==> config.mk <==
export PLATFORM = sky130hd
export DESIGN_NAME = shared_reg_arbiter_flat
export DESIGN_NICKNAME = d
export VERILOG_FILES = /design/src/rtl/shared_reg_arbiter_if.sv /design/src/rtl/shared_reg_arbiter.sv /design/src/flat_wrapper.sv
export SDC_FILE = /design/constraint.sdc
export NUM_CORES = 1
export LEC_CHECK = 0
export CAP_MARGIN = 10
export CORE_UTILIZATION = 40
export DETAILED_ROUTE_END_ITERATION = 8
export HOLD_SLACK_MARGIN = 0.15
export PLACE_DENSITY = 0.93
export SYNTH_ARGS = -nofsm -noshare
export SYNTH_HDL_FRONTEND = slang
export SYNTH_SLANG_ARGS = --single-unit
==> constraint.sdc <==
create_clock -name clk -period 4.5 [get_ports clk]
set_clock_uncertainty 0.05 [all_clocks]
set_input_delay 1.125 -clock clk [delete_from_list [all_inputs] [get_ports clk]]
set_output_delay 1.125 -clock clk [all_outputs]
set_load 0.02 [all_outputs]
==> src/rtl/shared_reg_arbiter_if.sv <==
// Bus bundle between NREQ requesters and the shared register arbiter.
// Requesters drive req/wdata/lock; the arbiter drives gnt/ack/q/busy and exposes its FSM state on state_dbg.
interface shared_reg_arbiter_if #(
    parameter int NREQ  = 4,
    parameter int WIDTH = 8
);
    // Handshake: req[i] is a level request held until ack[i]; gnt[i] marks the owner,
    // and the write lands (q updated, ack[i] pulsed) on the edge after gnt while req[i] is still high.
    logic [NREQ-1:0]       req;
    logic [NREQ*WIDTH-1:0] wdata;
    logic [NREQ-1:0]       lock;
    logic [NREQ-1:0]       gnt;
    logic [NREQ-1:0]       ack;
    logic [WIDTH-1:0]      q;
    logic                  busy;
    logic [1:0]            state_dbg;

    modport master (
        output req, wdata, lock,
        input  gnt, ack, q, busy, state_dbg
    );

    modport slave (
        input  req, wdata, lock,
        output gnt, ack, q, busy, state_dbg
    );
endinterface

==> src/rtl/shared_reg_arbiter.sv <==
// Round-robin arbiter and write sequencer for one shared WIDTH-bit register.
// Define SHARED_REG_ARB_LOCK_EN to add the HOLD state (locked back-to-back writes).
module shared_reg_arbiter #(
    parameter int               NREQ      = 4,
    parameter int               WIDTH     = 8,
    parameter logic [WIDTH-1:0] RESET_VAL = '0
) (
    input logic                 clk,
    input logic                 reset,
    shared_reg_arbiter_if.slave bus
);
    localparam int IW  = $clog2(NREQ);
    localparam int IW1 = IW + 1;
    localparam logic [IW:0] NREQ_W = IW1'(NREQ);

`ifdef SHARED_REG_ARB_LOCK_EN
    typedef enum logic [1:0] {IDLE = 2'd0, GRANT = 2'd1, HOLD = 2'd2} state_t;
`else
    typedef enum logic [1:0] {IDLE = 2'd0, GRANT = 2'd1} state_t;
`endif

    state_t           state;
    logic [IW-1:0]    ptr;
    logic [NREQ-1:0]  gnt_r;
    logic [NREQ-1:0]  ack_r;
    logic [WIDTH-1:0] q_r;

    logic [NREQ-1:0]  req_rot;
    logic             win_found;
    logic [IW:0]      win_off;
    logic [IW:0]      win_sum;
    logic [IW:0]      nxt_sum;
    logic [IW-1:0]    win_idx;
    logic [IW-1:0]    next_ptr;

    // Rotate requests so bit 0 is the requester at ptr; the first set bit is the winner.
    always_comb begin
        req_rot   = NREQ'({bus.req, bus.req} >> ptr);
        win_found = 1'b0;
        win_off   = '0;
        for (int k = 0; k < NREQ; k++) begin
            if (!win_found && req_rot[k]) begin
                win_found = 1'b1;
                win_off   = IW1'(k);
            end
        end
        win_sum  = {1'b0, ptr} + win_off;
        win_idx  = (win_sum >= NREQ_W) ? IW'(win_sum - NREQ_W) : IW'(win_sum);
        nxt_sum  = {1'b0, win_idx} + IW1'(1);
        next_ptr = (nxt_sum >= NREQ_W) ? '0 : IW'(nxt_sum);
    end

    logic             sel_req;
    logic [WIDTH-1:0] sel_data;

    always_comb begin
        sel_req  = |(bus.req & gnt_r);
        sel_data = '0;
        for (int i = 0; i < NREQ; i++) begin
            if (gnt_r[i]) sel_data = sel_data | bus.wdata[i*WIDTH +: WIDTH];
        end
    end

`ifdef SHARED_REG_ARB_LOCK_EN
    logic sel_lock;
    assign sel_lock = |(bus.lock & gnt_r);
`else
    logic lock_unused;
    assign lock_unused = ^bus.lock;
`endif

    always_ff @(posedge clk or posedge reset) begin
        if (reset) begin
            state <= IDLE;
            ptr   <= '0;
            gnt_r <= '0;
            ack_r <= '0;
            q_r   <= RESET_VAL;
        end else begin
            ack_r <= '0;
            case (state)
                IDLE: begin
                    if (win_found) begin
                        gnt_r <= NREQ'(1) << win_idx;
                        ptr   <= next_ptr;
                        state <= GRANT;
                    end
                end
`ifdef SHARED_REG_ARB_LOCK_EN
                GRANT, HOLD: begin
`else
                GRANT: begin
`endif
                    // wdata is taken at this edge, not at the grant edge; a withdrawn request writes nothing.
                    if (sel_req) begin
                        q_r   <= sel_data;
                        ack_r <= gnt_r;
                    end
`ifdef SHARED_REG_ARB_LOCK_EN
                    if (sel_req && sel_lock) begin
                        state <= HOLD;
                    end else begin
                        gnt_r <= '0;
                        state <= IDLE;
                    end
`else
                    gnt_r <= '0;
                    state <= IDLE;
`endif
                end
                default: begin
                    gnt_r <= '0;
                    state <= IDLE;
                end
            endcase
        end
    end

    assign bus.gnt       = gnt_r;
    assign bus.ack       = ack_r;
    assign bus.q         = q_r;
    assign bus.busy      = (state != IDLE);
    assign bus.state_dbg = state;
endmodule

==> src/flat_wrapper.sv <==
// flat-port wrapper written by rule: the top's interface ports become plain ports
module shared_reg_arbiter_flat 
#(
    parameter int               NREQ      = 4,
    parameter int               WIDTH     = 8,
    parameter logic [WIDTH-1:0] RESET_VAL = '0
)
  (clk, reset, bus_req, bus_wdata, bus_lock, bus_gnt, bus_ack, bus_q, bus_busy, bus_state_dbg);
  shared_reg_arbiter_if #(.NREQ(NREQ), .WIDTH(WIDTH)) bus_i ();
  input logic clk;
  input logic reset;
  input wire logic [$bits(bus_i.req)-1:0] bus_req;
  input wire logic [$bits(bus_i.wdata)-1:0] bus_wdata;
  input wire logic [$bits(bus_i.lock)-1:0] bus_lock;
  output wire logic [$bits(bus_i.gnt)-1:0] bus_gnt;
  output wire logic [$bits(bus_i.ack)-1:0] bus_ack;
  output wire logic [$bits(bus_i.q)-1:0] bus_q;
  output wire logic [$bits(bus_i.busy)-1:0] bus_busy;
  output wire logic [$bits(bus_i.state_dbg)-1:0] bus_state_dbg;
  assign bus_i.req = bus_req;
  assign bus_i.wdata = bus_wdata;
  assign bus_i.lock = bus_lock;
  assign bus_gnt = bus_i.gnt;
  assign bus_ack = bus_i.ack;
  assign bus_q = bus_i.q;
  assign bus_busy = bus_i.busy;
  assign bus_state_dbg = bus_i.state_dbg;
  shared_reg_arbiter #(.NREQ(NREQ), .WIDTH(WIDTH), .RESET_VAL(RESET_VAL)) u_core (.clk(clk), .reset(reset), .bus(bus_i));
endmodule
Word level (Yosys, flattened, before mapping)
Cells that the tools add are included.
- register bits after elaboration: 20
- bits in latches: 0
- memory bits (writable): 0
- ROM bits: 0
- input bits: 42
- output and inout bits: 19
- word-level logic and storage cells: 48
- memories kept: 0
- $add $sub $neg: 3
- multiply operators: 0
- div/mod/pow operators: 0
- order comparisons: 2
- equal/unequal tests: 2
- shift-type cells: 2
- mux-type cells: 19
- bitwise gates (word level): 4
- reductions and logical operators: 11
- operators by type and width (cell ; count):
    $mux 8 ; 4
    $or 8x8->8 ; 3
    $mux 4 ; 4
    $mux 2 ; 6
    $shr 8x2->4 ; 1
    $ge 3x3->1 const B ; 2
    $mux 1 ; 5
    $and 4x4->4 ; 1
    $reduce_and 2->1 ; 2
    $reduce_or 4->1 ; 1
    $shl 1x2->4 const A ; 1
    $add 2x1->3 const B ; 1
    $add 2x2->3 ; 1
    $logic_and 1x1->1 ; 3
    $logic_not 1->1 ; 3
    $eq 2x1->1 const B ; 1
    $logic_not 2->1 ; 1
    $ne 2x1->1 const B ; 1
    $reduce_bool 2->1 ; 1
    $sub 2x1->2 const B ; 1

Longest topological paths before layout
- depth after elaboration: 17
- depth in mapped cells: 11
- gate-level depth less buffers: 10

Worst setup path before layout
Ideal clock, no wire load.
- path type: input to register
- from: input bus_req[1]
- to: register u_core.ptr[1]
- library setup time: 125 ps
- arrival time: 2782 ps
- data required time: 4325 ps
- setup slack: 1543 ps
- stages on the path: 9
- buffers on the path: 1
- cell sequence: buf_2 > nand2_1 > a21oi_1 > o31a_1 > ha_1 > xnor2_1 > xor2_1 > ha_1 > mux2_4
- longest elaborated chain between the ends: 17
- elaborated cells between the ends (all ways): 22
- those cells by class: add/sub: 3; order compare: 2; shift: 1; mux: 9; reduce/logical: 7
- RTL lines (element ; RTL line ; source):
    start, declared ; flat_wrapper.sv:12 ; input wire logic [$bits(bus_i.req)-1:0] bus_req;
    $shr 8x2->4 * ; shared_reg_arbiter.sv:38 ; req_rot = NREQ'({bus.req, bus.req} >> ptr);
    $mux 1 ; shared_reg_arbiter.sv:42 ; if (!win_found && req_rot[k]) begin
    $logic_not 1->1 ; shared_reg_arbiter.sv:42 ;
    $logic_and 1x1->1 ; shared_reg_arbiter.sv:42 ;
    $mux 1 ; shared_reg_arbiter.sv:42 ;
    $logic_not 1->1 ; shared_reg_arbiter.sv:42 ;
    $logic_and 1x1->1 ; shared_reg_arbiter.sv:42 ;
    $mux 1 ; shared_reg_arbiter.sv:42 ;
    [... 2 more ...] ; -- ;
    $mux 2 * ; shared_reg_arbiter.sv:42 ;
    $add 2x2->3 * ; shared_reg_arbiter.sv:47 ; win_sum = {1'b0, ptr} + win_off;
    $ge 3x3->1 / $sub 2x1->2 (equally long branches) ; shared_reg_arbiter.sv:48 ; win_idx = (win_sum >= NREQ_W) ? IW'(win_sum - NREQ_W) : IW'(win_sum);
    $mux 2 * ; shared_reg_arbiter.sv:48 ;
    $add 2x1->3 * ; shared_reg_arbiter.sv:49 ; nxt_sum = {1'b0, win_idx} + IW1'(1);
    $ge 3x3->1 ; shared_reg_arbiter.sv:50 ; next_ptr = (nxt_sum >= NREQ_W) ? '0 : IW'(nxt_sum);
    $mux 2 * ; shared_reg_arbiter.sv:50 ;
    net u_core.next_ptr[1] ; shared_reg_arbiter.sv:34 ; logic [IW-1:0] next_ptr;
    end signal, assigned ; shared_reg_arbiter.sv:85 ; ptr <= next_ptr;
    end, declared ; shared_reg_arbiter.sv:23 ; logic [IW-1:0] ptr;
Mark *: on every way through the listed nets, which the timed path passes. The rest lies on a longest branch.
A chain may end at the register's enable or synchronous reset.

Worst setup path in the final report
- from: input bus_req[0]
- to: register u_core.ptr[1]
The elaborated chain is that of the path after synthesis.

==> impl_results.md <==
* Status: finished, final reports clean
* Insertion delay to the later sink of the worst-skew pair at 0.29 ns
* WP data required at 4.64 ns
* Count of cell types in the netlist at 31
* Overflow after GRT at 0
* FFs w/ async S/R, synth at 100%
* Most common flop cell mapped by yosys: dfrtp_1
* Initial antenna violation count at 0
* Routability cong. at 0.691
* Die ar. at 0.00303 mm2
* CP endpoint kind: flop
* Standard-cell rows at 18
* Rel. slew slack at 52.5%
* Worst IR Drop VDD at 0.349 mV
* Antenna viol nets, final at 0
* Total CTS buffers at 3
* Via count at 1099
* WS Path Type: in2reg
* Mapped Nets at 163
* First-pass iteration count of the detailed router at 4
* Core ar. at 0.00257 mm2
* Post-DP HPWL at 2.26 mm
* WHS at 0.448 ns
* Post-CTS Resized at 0
* Fillers at 209
* Layout cells sized above 1 at 3.68%
* Most frequent cells in the layout: clkdlybuf4s50_1 (55), dfrtp_1 (19), nand2_1 (12)
* Simple-Gate Fraction of Synth Area at 14.8%
* Tmin final at 3.52 ns
* First-pass GRT wire length at 4.77 mm
* Bufs on Longest Clock Path at 2
* Worst min-delay path class: reg2reg
* Starting Density at 43.8%
* Gr usage total at 22.0%
* Max Slew Vio Count at 0
* Largest net degree at the start of global routing at 20
* Mean Syn Cell Area at 9.69 um2
* Vias in the first global route at 1083
* Synth Area in XOR/XNOR at 2.34%
* Cts hold-fix bufs at 0
* Largest family of logic cells by synthesized area: compound AO/OA/AOI/OAI gates
* Synthesized instance count at 116
* Adder-Cell Fraction of Synth Area at 5.57%
* Post-CTS Setup Inserts at 0
* RSZ-0062 raised after global routing: no
* Drt wl/cell at 15.5 um
* Final hold vios at 0
* Port Buffer Count at 55
* Setup Viol. Count Final at 0
* Worst-path fanout max at 6
* Commonest non-fill, non-tap cell in the layout: clkdlybuf4s50_1
* CP startpoint kind: input port
* CTS tree: done
* Post-synthesis sequential area ratio at 42.3%
* Tot Pwr at 0.000890 W
* Synthesized flop and latch total at 19
* I/O pin count at 61
* H-tree depth at 1
* Syn-to-layout area delta at 48.7%
* Max-cap violations at 0
* Clk pin slew, worst setup/hold paths at 0.11 ns
* Mux cell area share after synthesis at 4.90%
* Synth Area in Compound Gates at 22.7%
* TNS Setup at 0 ns
* Critical path arrival at 3.65 ns
* DRT iter0 DRCs at 22
* Tightest Pin Transition at 0.711 ns
* Cell Area, Synth at 0.00112 mm2
* Pwr Density at 533 mW/mm2
* Vias per cell at 5.69
* N_diodes at 0
* CTS sink cnt at 19
* Routed WL at 2.99 mm
* Die Span X at 55 um
* Synth warn at 0
* Die H at 55 um
* Fin util at 65.1%
* Max Freq at 284 MHz
* Final Cycle Share at 78.1%
* Final net count at 211
* Clock Root Buffer: clkbuf_4
* Post-synth EDFFs at 0
* DRC errors left at 0
* Leakage power total at 0.701 nW
[report_power, final]
part	switching, W	internal (W)	leakage [nW]
logic	0.000243	0.000256	0.437
registers	0.0000771	0.000228	0.249
clock network	0.0000518	0.0000345	0.0150
total	0.000372	0.000519	0.701
[Yosys cell counts (2+ instances only)]
master	count	share of area (%)
buf_4	3	2.0
a22o_1	8	6.2
mux2i_1	4	3.6
nand2_1	12	4.0
ha_1	5	5.6
inv_1	3	1.0
o21ai_1	3	1.3
dfrtp_1	19	42
a22oi_1	2	1.3
xnor2_1	2	1.6
buf_2	3	1.3
a21oi_1	4	1.8
clkbuf_1	4	1.3
a221oi_1	8	6.2
nor2_1	11	3.7
nor3_1	2	0.89
o21ai_0	6	2.7
and3_1	4	2.2
[registers in the layout (all words and copies together) (netlist names)]
name                  count
u_core.bus.ack            4
u_core.bus.gnt            4
u_core.bus.q              8
u_core.bus.state_dbg      1
u_core.ptr                2
[layout make-up]
class | count | area [um2] | area share [%]
clock buffers | 4 | 26.3 | 1.57
inverters | 3 | 11.3 | 0.674
multi-input cells | 82 | 569 | 34.1
flip-flops and latches | 19 | 475 | 28.5
well taps | 30 | 37.5 | 2.25
repair buffers | 55 | 551 | 33.0
[layer usage]
layer	global-route usage (%)	up-vias	share of wire (%)	wire length, um
met5	0	-	0	0
met3	3.55	2	7.3	220
met4	5.00	0	0.53	16
met2	40.4	56	53	1580
li1	-	512	-	-
met1	26.8	529	39	1180
[final timing paths]
check,from,slack [ns],cells past startpoint,to
max,bus_req[0],0.98,10,u_core.ptr[1]
min,u_core.bus.q[0],0.45,2,u_core.bus.q[0]
max reg2reg,u_core.ptr[1],2.07,9,u_core.ptr[1]
min reg2reg,u_core.bus.q[0],0.45,2,u_core.bus.q[0]
max in group asynchronous,reset,2.77,2,u_core.bus.q[4]
min in group asynchronous,reset,1.19,2,u_core.bus.q[3]
[through the flow]
step	worst slack (ns)	cell area [um2]	instances
after floorplan	1.54	1120	116
after global placement	0.849	1640	189
after detailed placement	0.736	1640	189
after CTS	0.993	1670	193
after global routing	0.790	1670	193
final	0.983	1670	193
[logic make-up (layout without fill, tap and decap cells)]
logic type      count (synthesis)  after routing
flops                          19             19
xor+xnor                        3              3
other cells                     1              1
mux                             5              5
simple gates                   33             33
buf+inv                        15             62
compound gates                 35             35
fa+ha+maj                       5              5
[critical path, stage by stage]
cell             delay (ns)
clkdlybuf4s50_1        0.64
inv_1                  0.14
o21ai_1                0.15
a21oi_1                0.08
o31a_1                 0.29
ha_1                   0.20
xnor2_1                0.25
xor2_1                 0.25
ha_1                   0.28
mux2_4                 0.26
(Power assumes the default switching activity.)
==> variant: new RTL, same settings <==
The option `SHARED_REG_ARB_LOCK_EN` is turned on by a define.
--- a/src/rtl/shared_reg_arbiter.sv
+++ b/src/rtl/shared_reg_arbiter.sv
@@ -1,5 +1,7 @@
 // Round-robin arbiter and write sequencer for one shared WIDTH-bit register.
 // Define SHARED_REG_ARB_LOCK_EN to add the HOLD state (locked back-to-back writes).
+`define SHARED_REG_ARB_LOCK_EN
+
 module shared_reg_arbiter #(
     parameter int               NREQ      = 4,
     parameter int               WIDTH     = 8,
Behaviour: not the same (Yosys sat finds a counterexample within 4 cycles, from zero or initial values and one cycle with reset high).
==> variant against the original RTL <==
The flow now finishes with violations (design-rule violations). Critical path depth unchanged. Critical path type unchanged. Via count up 9.2%. Area after synthesis is 13% higher. Largest cell class unchanged. Worst setup slack better by 0.16 ns. Clock power increased by 70%. Sequential share of layout area decreased by 2.3 points. Sequential cell count increased by 1. Routed wire length increased by 5.5%. Worst hold slack worse by 0.0031 ns. Power up 7.9%. Count of clock-buffer cells in the layout down 1. Design area increased by 15%.
==> variant: results (changes against the original RTL) <==
| Metric | Value |
|---|---|
| Largest cells by area after synthesis | `dfrtp_1 (39%), a22o_1 (6.9%), ha_1 (6.9%)` |
| Port bufs | `60 (+9.1%)` |
| Commonest cells in the netlist | `dfrtp_1 (20), nand2_1 (14), o21ai_0 (11)` |
| Vias in the first global route | `1106 (+2.1%)` |
| Peak VDD IR | `0.0003159 V (-9.6%)` |
| Area of the die | `3398 sq um (+12%)` |
| Share of post-route cells with drive strength above 1 | `7.065% (+3.4 points)` |
| Gr usage total | `18.84% (-3.2 points)` |
| Max reg flops | `8 (unchanged)` |
| Met2 wire len | `1651 um (+4.8%)` |
| Status | `finished with violations` |
| Vias/cell | `5.263 (-7.6%)` |
| Largest net degree at the start of global routing | `21 (+5.0%)` |
| Post-layout util | `63.26% (-1.8 points)` |
| XOR/XNOR Fraction of Synth Area | `2.073% (-0.27 points)` |
| Lkg Pwr | `0.0007885 uW (+12%)` |
| Placed cells | `224 (+19%)` |
| HPWL Detailed | `2409 um (+6.5%)` |
| Violated checks | `design-rule violations` |
| CP arrival | `3.50 ns (-0.15 ns)` |
| Avg WL per Cell | `13.86 um (-11%)` |
| Initial drt markers | `58 (+160%)` |
| Number of buffers added for setup after CTS | `0 (unchanged)` |
| Final GP Congestion | `0.8499 (+23%)` |
| Mux contribution to synthesized area | `0.8885% (-4.0 points)` |
| Compound-Gate Fraction of Synth Area | `29.52% (+6.8 points)` |
| Delay of the slowest cell on the worst path | `0.60 ns (-0.04 ns)` |
| Post-Syn Instances | `128 (+10%)` |
| Wl on met1 | `1410 um (+19%)` |
| DR DRC count | `1 (+1)` |
| Net count after synthesis | `177 (+8.6%)` |
| Critical path fanouts, max | `7 (+1)` |
| Root Buffer | `clkbuf_4` |
| FF-to-FF path depth | `8 (-1)` |
| Total wire length | `3159 um (+5.5%)` |
| Synth cell types | `36 (+16%)` |
| Actual slew at the worst max-slew pin | `0.7541 ns (+0.04272 ns)` |
| Post-synthesis adder-cell area fraction | `6.910% (+1.3 points)` |
| DR WL met3 | `84 um (-62%)` |
| DP Area | `1863 sq um (+13%)` |
| Worst Hold Class | `reg2reg` |
| # nets final | `234 (+11%)` |
| Fillers | `243 (+16%)` |
| First drt pass iteration count | `6 (+2)` |
| Global-route wire length before repair | `4968 um (+4.2%)` |
| Sequential element share of the synthesized area | `39.49% (-2.8 points)` |
| Top_reg_cell synth | `dfrtp_1` |
-- variant: layout make-up --
type | count | share of cell area, %
multi-input combinational | 89 | 34.55
timing repair buffer | 61 | 31.74
sequential | 20 | 26.13
tap | 44 | 2.874
inverter | 10 | 1.960
clock inverter | 1 | 1.568
clock buffer | 3 | 1.176
-- variant: stage by stage --
| step | power (uW) | setup slack, ns |
|---|---|---|
| final | 960.5 | 1.141 |
| after global routing | 1040 | 0.9359 |
| after CTS | 965.7 | 1.145 |
| after detailed placement | 820.6 | 0.8152 |
| after global placement | 799.4 | 0.9065 |
| after floorplan | 644.5 | 1.607 |
-- variant: where the power goes --
part | switching [uW] | internal, uW | total, uW
logic | 250 | 260 | 510
registers | 72.8 | 230 | 303
clock network | 57.4 | 90.0 | 147
total | 380 | 581 | 961
-- variant: cells by family after synthesis --
| family | after synthesis |
|---|---|
| buffers and inverters | 19 |
| AND/OR/NAND/NOR | 32 |
| AO/OA/AOI/OAI | 46 |
| flip-flops | 20 |
| XOR/XNOR | 3 |
| multiplexers | 1 |
| adder cells (fa/ha/maj) | 7 |
-- variant: path summary, 6_finish.rpt --
check	from	to	slack, ns
min in group asynchronous	reset	u_core.bus.ack[0]	1.19
worst min register to register	u_core.bus.q[1]	u_core.bus.q[1]	0.44
max in group asynchronous	reset	u_core.ptr[1]	2.74
worst max register to register	u_core.ptr[1]	u_core.ptr[1]	2.13
worst max-delay path	bus_req[0]	u_core.ptr[1]	1.14
worst min-delay path	u_core.bus.q[1]	u_core.bus.q[1]	0.44
-- variant: layer usage --
metal	global-route usage [%]	vias to the layer above
met3	1.538	2
met2	34.48	31
met5	0	-
met1	24.15	576
met4	4.422	0
li1	-	591
